<file path="src/rtl/ec1_control_unit.sv">
// ---------------------------------------------------------------------------
// ec1_control_unit
//   Control FSM for the EC-1 accumulator machine. It sequences
//   FETCH -> DECODE -> execute, drives every datapath strobe, and owns the
//   synchronised, edge-detected Enter key used by the IN instruction.
//
// Ports
//   clk     : system clock, rising edge
//   reset   : asynchronous active-low reset
//   Enter   : raw push-button, asynchronous to clk
//   IR7_5   : opcode field of the datapath IR
//   A       : datapath zero flag (1 = accumulator is zero)
//   IRload  : load IR from ROM[PC]
//   PCload  : load PC from the JNZ mux
//   JNZmux  : 0 = PC+1, 1 = IR[3:0]
//   INmux   : 1 = external input into A, 0 = A-1
//   Aload   : load A from the IN mux
//   OutE    : registered, sticky output-driver enable
//   Halted  : high while in HALT
//   state   : current state encoding (debug)
// ---------------------------------------------------------------------------
module ec1_control_unit #(
  parameter int SYNC_STAGES = 2
) (
  input  logic       clk,
  input  logic       reset,
  input  logic       Enter,
  input  logic [2:0] IR7_5,
  input  logic       A,
  output logic       IRload,
  output logic       PCload,
  output logic       JNZmux,
  output logic       INmux,
  output logic       Aload,
  output logic       OutE,
  output logic       Halted,
  output logic [2:0] state
);

  typedef enum logic [2:0] {
    S_FETCH  = 3'b000,
    S_DECODE = 3'b001,
    S_IN     = 3'b010,
    S_OUT    = 3'b011,
    S_DEC    = 3'b100,
    S_JNZ    = 3'b101,
    S_HALT   = 3'b110
  } state_e;

  state_e                 state_q;
  state_e                 state_d;
  logic                   oute_q;
  logic                   oute_d;
  logic [SYNC_STAGES-1:0] sync_q;
  logic                   hist_q;
  logic                   enter_rise;

  // Enter synchroniser chain plus one history flop for rising-edge detect
  always_ff @(posedge clk or negedge reset) begin
    if (!reset) begin
      sync_q <= '0;
      hist_q <= 1'b0;
    end else begin
      sync_q <= {sync_q[SYNC_STAGES-2:0], Enter};
      hist_q <= sync_q[SYNC_STAGES-1];
    end
  end

  // A rise is only consumed in IN; elsewhere it simply ages out of hist_q
  assign enter_rise = sync_q[SYNC_STAGES-1] & ~hist_q;

  // State and sticky output-enable registers
  always_ff @(posedge clk or negedge reset) begin
    if (!reset) begin
      state_q <= S_FETCH;
      oute_q  <= 1'b0;
    end else begin
      state_q <= state_d;
      oute_q  <= oute_d;
    end
  end

  // Next-state and strobe decode; strobes come only from registers (and A)
  always_comb begin
    state_d = state_q;
    oute_d  = oute_q;
    IRload  = 1'b0;
    PCload  = 1'b0;
    JNZmux  = 1'b0;
    INmux   = 1'b0;
    Aload   = 1'b0;
    Halted  = 1'b0;
    case (state_q)
      S_FETCH: begin
        IRload  = 1'b1;
        PCload  = 1'b1;
        state_d = S_DECODE;
      end
      S_DECODE: begin
        case (IR7_5)
          3'b000:  state_d = S_IN;
          3'b001:  state_d = S_OUT;
          3'b010:  state_d = S_DEC;
          3'b011:  state_d = S_JNZ;
          3'b100:  state_d = S_HALT;
          default: state_d = S_FETCH;
        endcase
      end
      S_IN: begin
        INmux = 1'b1;
        Aload = enter_rise;
        if (enter_rise) begin
          state_d = S_FETCH;
          oute_d  = 1'b0;
        end else begin
          state_d = S_IN;
        end
      end
      S_OUT: begin
        oute_d  = 1'b1;
        state_d = S_FETCH;
      end
      S_DEC: begin
        Aload   = 1'b1;
        state_d = S_FETCH;
      end
      S_JNZ: begin
        // PC already holds PC+1 from FETCH, so only a taken jump reloads it
        JNZmux  = 1'b1;
        PCload  = ~A;
        state_d = S_FETCH;
      end
      S_HALT: begin
        Halted  = 1'b1;
        state_d = S_HALT;
      end
      default: begin
        state_d = S_FETCH;
      end
    endcase
  end

  assign OutE  = oute_q;
  assign state = state_q;

endmodule

</file>
<file path="config.mk">
export PLATFORM = sky130hd
export DESIGN_NAME = ec1_control_unit
export DESIGN_NICKNAME = d
export VERILOG_FILES = /design/src/rtl/ec1_control_unit.sv
export SDC_FILE = /design/constraint.sdc
export NUM_CORES = 1
export LEC_CHECK = 0
export ABC_AREA = 1
export ABC_CLOCK_PERIOD_IN_PS = 900
export CAP_MARGIN = 15
export CORE_AREA = 2 2 39 41
export DETAILED_ROUTE_END_ITERATION = 16
export DIE_AREA = 0 0 41 43
export GPL_TIMING_DRIVEN = 0
export PLACE_DENSITY = 0.67
export SLEW_MARGIN = 30
export SYNTH_ARGS = -nofsm -noshare
export SYNTH_HDL_FRONTEND = slang
export SYNTH_SLANG_ARGS = --single-unit
</file>
<file path="constraint.sdc">
create_clock -name clk -period 0.9 [get_ports clk]
set_input_delay 0.18 -clock clk [delete_from_list [all_inputs] [get_ports clk]]
set_output_delay 0.18 -clock clk [all_outputs]
set_load 0.05 [all_outputs]
</file>
---- Word level (Yosys, flattened, before mapping) ----
Cells that the tools add are included.
storage, ports and cells
  output and inout port bits .............. 10
  input bits .............................. 7
  flip-flop bits (word level) ............. 7
  word-level logic and storage cells ...... 33
cells by class
  bitwise operators ....................... 3
  reduce and logical (&&, ||, !) cells .... 4
  mux-type cells .......................... 11
  eq/ne operators ......................... 11
operators by type and width
  kind                                                 number
  one-hot mux 3 bit (5 select lines)                   1
  equality test 3 x 2 -> 1 bit, second input constant  4
  equality test 3 bit, second input constant           4
  one-hot mux 3 bit (4 select lines)                   1
  equality test 3 x 1 -> 1 bit, second input constant  2
  logical NOT 3 bit                                    2
  one-hot mux 1 bit (2 select lines)                   3
  two-way mux 1 bit                                    5
  two-way mux 2 bit                                    1
  != test 2 bit, second input constant                 1
  inverter 1 bit                                       2
  AND reduction 2 bit                                  1
  nonzero test 2 bit                                   1
  bitwise AND 1 bit                                    1

---- Logic depth before layout (Yosys ltp) ----
  word-level depth ........................ 4
  mapped depth ............................ 5
  depth with buffers taken out ............ 5

---- Least setup slack after synthesis ----
No wires, ideal clock.
  kind .................................... register to output
  start point ............................. register state_q[2] (netlist: state[2])
  end point ............................... output port PCload
  stages on the path, launching flop included .. 3
  required time ........................... 0.720 ns
  path slack .............................. -0.885 ns
  path buffers ............................ 0
  arrival time ............................ 1.605 ns
  cells stage by stage .................... dfrtp_1 nand3_1 o21ai_1
between the ends
  cells in the longest elaborated chain, start to end .. 2
  elaborated cells between the ends (all ways) .. 3
  those cells by class .................... eq/ne (1); mux (1); reduce/logical (1)
ends and longest elaborated chain
  element                                                          RTL line  source
  from (decl)                                                      50        state_e state_q;
  from (signal assigned)                                           78        state_q <= state_d;
  equality test 3 bit / logical NOT 3 bit (equally long branches)  93        case (state_q)
  one-hot mux 1 bit (2 select lines) (*)                           93
  to (decl)                                                        31        output logic PCload,
Every way passes the cells marked *; elsewhere a longest branch is shown, timed or not.

---- Worst setup path after layout ----
  start point ............................. register state_q[0] (netlist: state[0])
  end point ............................... output port INmux
between the ends
  cells in the longest elaborated chain, start to end .. 2
ends and longest elaborated chain
  element                       RTL line  source
  equality test 3 x 2 -> 1 bit  93
  two-way mux 1 bit             93
  to (decl)                     33        output logic INmux,
Every way passes these cells.

==> results.txt <==
status: finished with violations
failing checks: setup timing
core area: 1380 sq um
slowest stage cell on the critical path: dfrtp_2
gr ovfl total: 0
num rows: 14
clock-pin slew on the worst setup and hold paths: 0.05 ns
Peak VDD IR: 1930 uV
sequential area share after synthesis: 53.4%
die height: 43 microns
Final ANT Viol Nets: 0
vias in the first global route: 364
Layout Utilization: 53.0%
Clock Skews: 0.00129 ns
crit-path max cell delay: 0.47 ns
first-pass GRT wire length: 1.41 mm
Syn Area/Cell: 8.00 sq um
Seq cells post-synth: 7
first drt pass iteration count: 2
cell count after synthesis: 41
crit path cell chain: nor2_4 -> inv_1 -> nor2_4 -> buf_6
final wirelength: 883 microns
synth warn: 0
Initial Util: 23.7%
Crit Path Max Fanout: 6
Synth area leader: dfrtp_1
FMAX: 714 MHz
Num CTS Buffers: 3
Max-slew headroom: 80.1%
Tmin final: 1.40 ns
Die ar.: 1760 sq um
Area Growth Syn to Fin: 124%
die width: 41 microns
ranking of synthesized cells by area: dfrtp_1, nand3_1, nand2_1
CTS tree: yes
area post-placement: 571 sq um
measured slew at the worst slew-check pin: 0.298 ns
CTS sink cnt: 7
Pins Over Slew Limit: 0
Clock Latency Late Sink: 0.24 ns
Min-Delay Path Class: in2async
Final Hold Fails: 0
Yosys top cell area share: 53.4%
Setup CP Type: reg2out
gpl congestion: 0.705
Tot GR Track Use: 11.9%
initial antenna violation count: 0
Non-Filler Instances: 87
Yosys cell types: 13
fin area: 733 sq um
WHS: 0.189 ns
Power Density: 3940 nW/um^2
most frequent cells in the layout: buf_4, buf_6, clkdlybuf4s50_1
RSZ-0062 raised after global routing: yes
CTS max path bufs: 2
DRC: 0
Post-layout nets: 79
crit-path leading delay family: flip-flops
Leakage: 0.000331 uW
Routed wire per std cell: 10.1 microns
crit path buf inv count: 2
crit path launch type: register
Iter 0 DRT Violations: 2
setup ws final: -0.500 ns
hpwl dp: 575 microns
IO buf count: 16
Ant. Diodes: 0
drt via density: 4.24
Setup TNS: -4.43 ns
CP required: 0.72 ns
I/O Pins: 17
crit-path most repeated cell: nor2_4
CTS Root Cell: clkbuf_4
layout cells sized above 1: 60.6%
H-tree levels: 1
max-cap viol count: 0
Mapped Area: 328 sq um
Placed Instances: 73
crit end category: primary output
Arrival @ worst endpoint: 1.22 ns
total number of vias: 369
Final Cycle Share: 156%
Fillers: 123
largest net degree at the start of global routing: 8
syn nets: 48
commonest non-fill, non-tap cell in the layout: buf_4
Final Setup Violations: 14
## layout make-up
type | count | area [sq um] | area share, %
Timing Repair Buffer | 26 | 274 | 37.4
Multi-Input combinational cell | 25 | 183 | 24.9
Sequential cell | 7 | 181 | 24.7
Inverter | 9 | 48.8 | 6.66
Clock buffer | 4 | 26.3 | 3.58
Tap cell | 16 | 20.0 | 2.73
## what timing repair did
action,4_1_cts,5_1_grt
buffers inserted,4,6
gates resized for setup,79,4
hold buffers,0,0
endpoints found under the setup margin,13,14
hold endpoints to repair,0,0
pin swaps,4,2
## per-stage QoR
| step | power (uW) | worst slack, ns |
|---|---|---|
| floorplan | 1630 | -0.366 |
| global placement | 2070 | -0.922 |
| detailed placement | 2080 | -0.931 |
| CTS | 2680 | -0.494 |
| global route | 3040 | -0.546 |
| finish | 2890 | -0.500 |
## worst register-to-register path, delay by kind of cell, from the launching register on
kind | cells | cell delay (ns)
compound gates | 1 | 0.07
flops | 1 | 0.53
buf+inv | 2 | 0.22
simple gates | 3 | 0.21
## cell usage after synthesis (all sizes together)
cell,n
inv,9
nor2,4
dfrtp,7
o21ai,3
nor3,1
a21oi,2
or2,1
nand2,8
nand3,6
## power breakdown
group | switching [uW] | internal, uW
clock | 101 | 168
combinational | 1180 | 868
sequential | 153 | 417
## flip-flops by register name, indices dropped and copies added, names as in the netlist
signal	flops
OutE	1
hist_q	1
state	3
sync_q	2
## kinds of logic (layout without fill, tap and decap cells)
| kind of cell | after synthesis | in the layout | synth area share [%] |
|---|---|---|---|
| simple gates | 20 | 20 | 28.6 |
| buf+inv | 9 | 39 | 10.3 |
| flops | 7 | 7 | 53.4 |
| compound gates | 5 | 5 | 7.63 |
## metal layers
metal / global-route usage [%] / wire length [microns] / vias up / part of all wire [%]
met5: 0 / 0 / - / 0
met4: 6.00 / 0 / 0 / 0
met3: 1.57 / 40 / 0 / 4.5
met2: 20.6 / 527 / 9 / 60
met1: 13.0 / 315 / 169 / 36
li1: - / - / 191 / -
## worst paths after layout
path,endpoint,slack [ns],start,depth (start not counted)
worst max-delay path,INmux,-0.50,state[0]$_DFF_PN0_,4
worst min-delay path,state[2]$_DFF_PN0_,0.19,reset,1
worst max register to register,state[1]$_DFF_PN0_,-0.20,state[2]$_DFF_PN0_,6
worst min register to register,sync_q[1]$_DFF_PN0_,0.36,sync_q[0]$_DFF_PN0_,0
max in group asynchronous,state[2]$_DFF_PN0_,0.46,reset,1
min in group clk,sync_q[1]$_DFF_PN0_,0.36,sync_q[0]$_DFF_PN0_,0
Power figures use the tool's default switching activity.
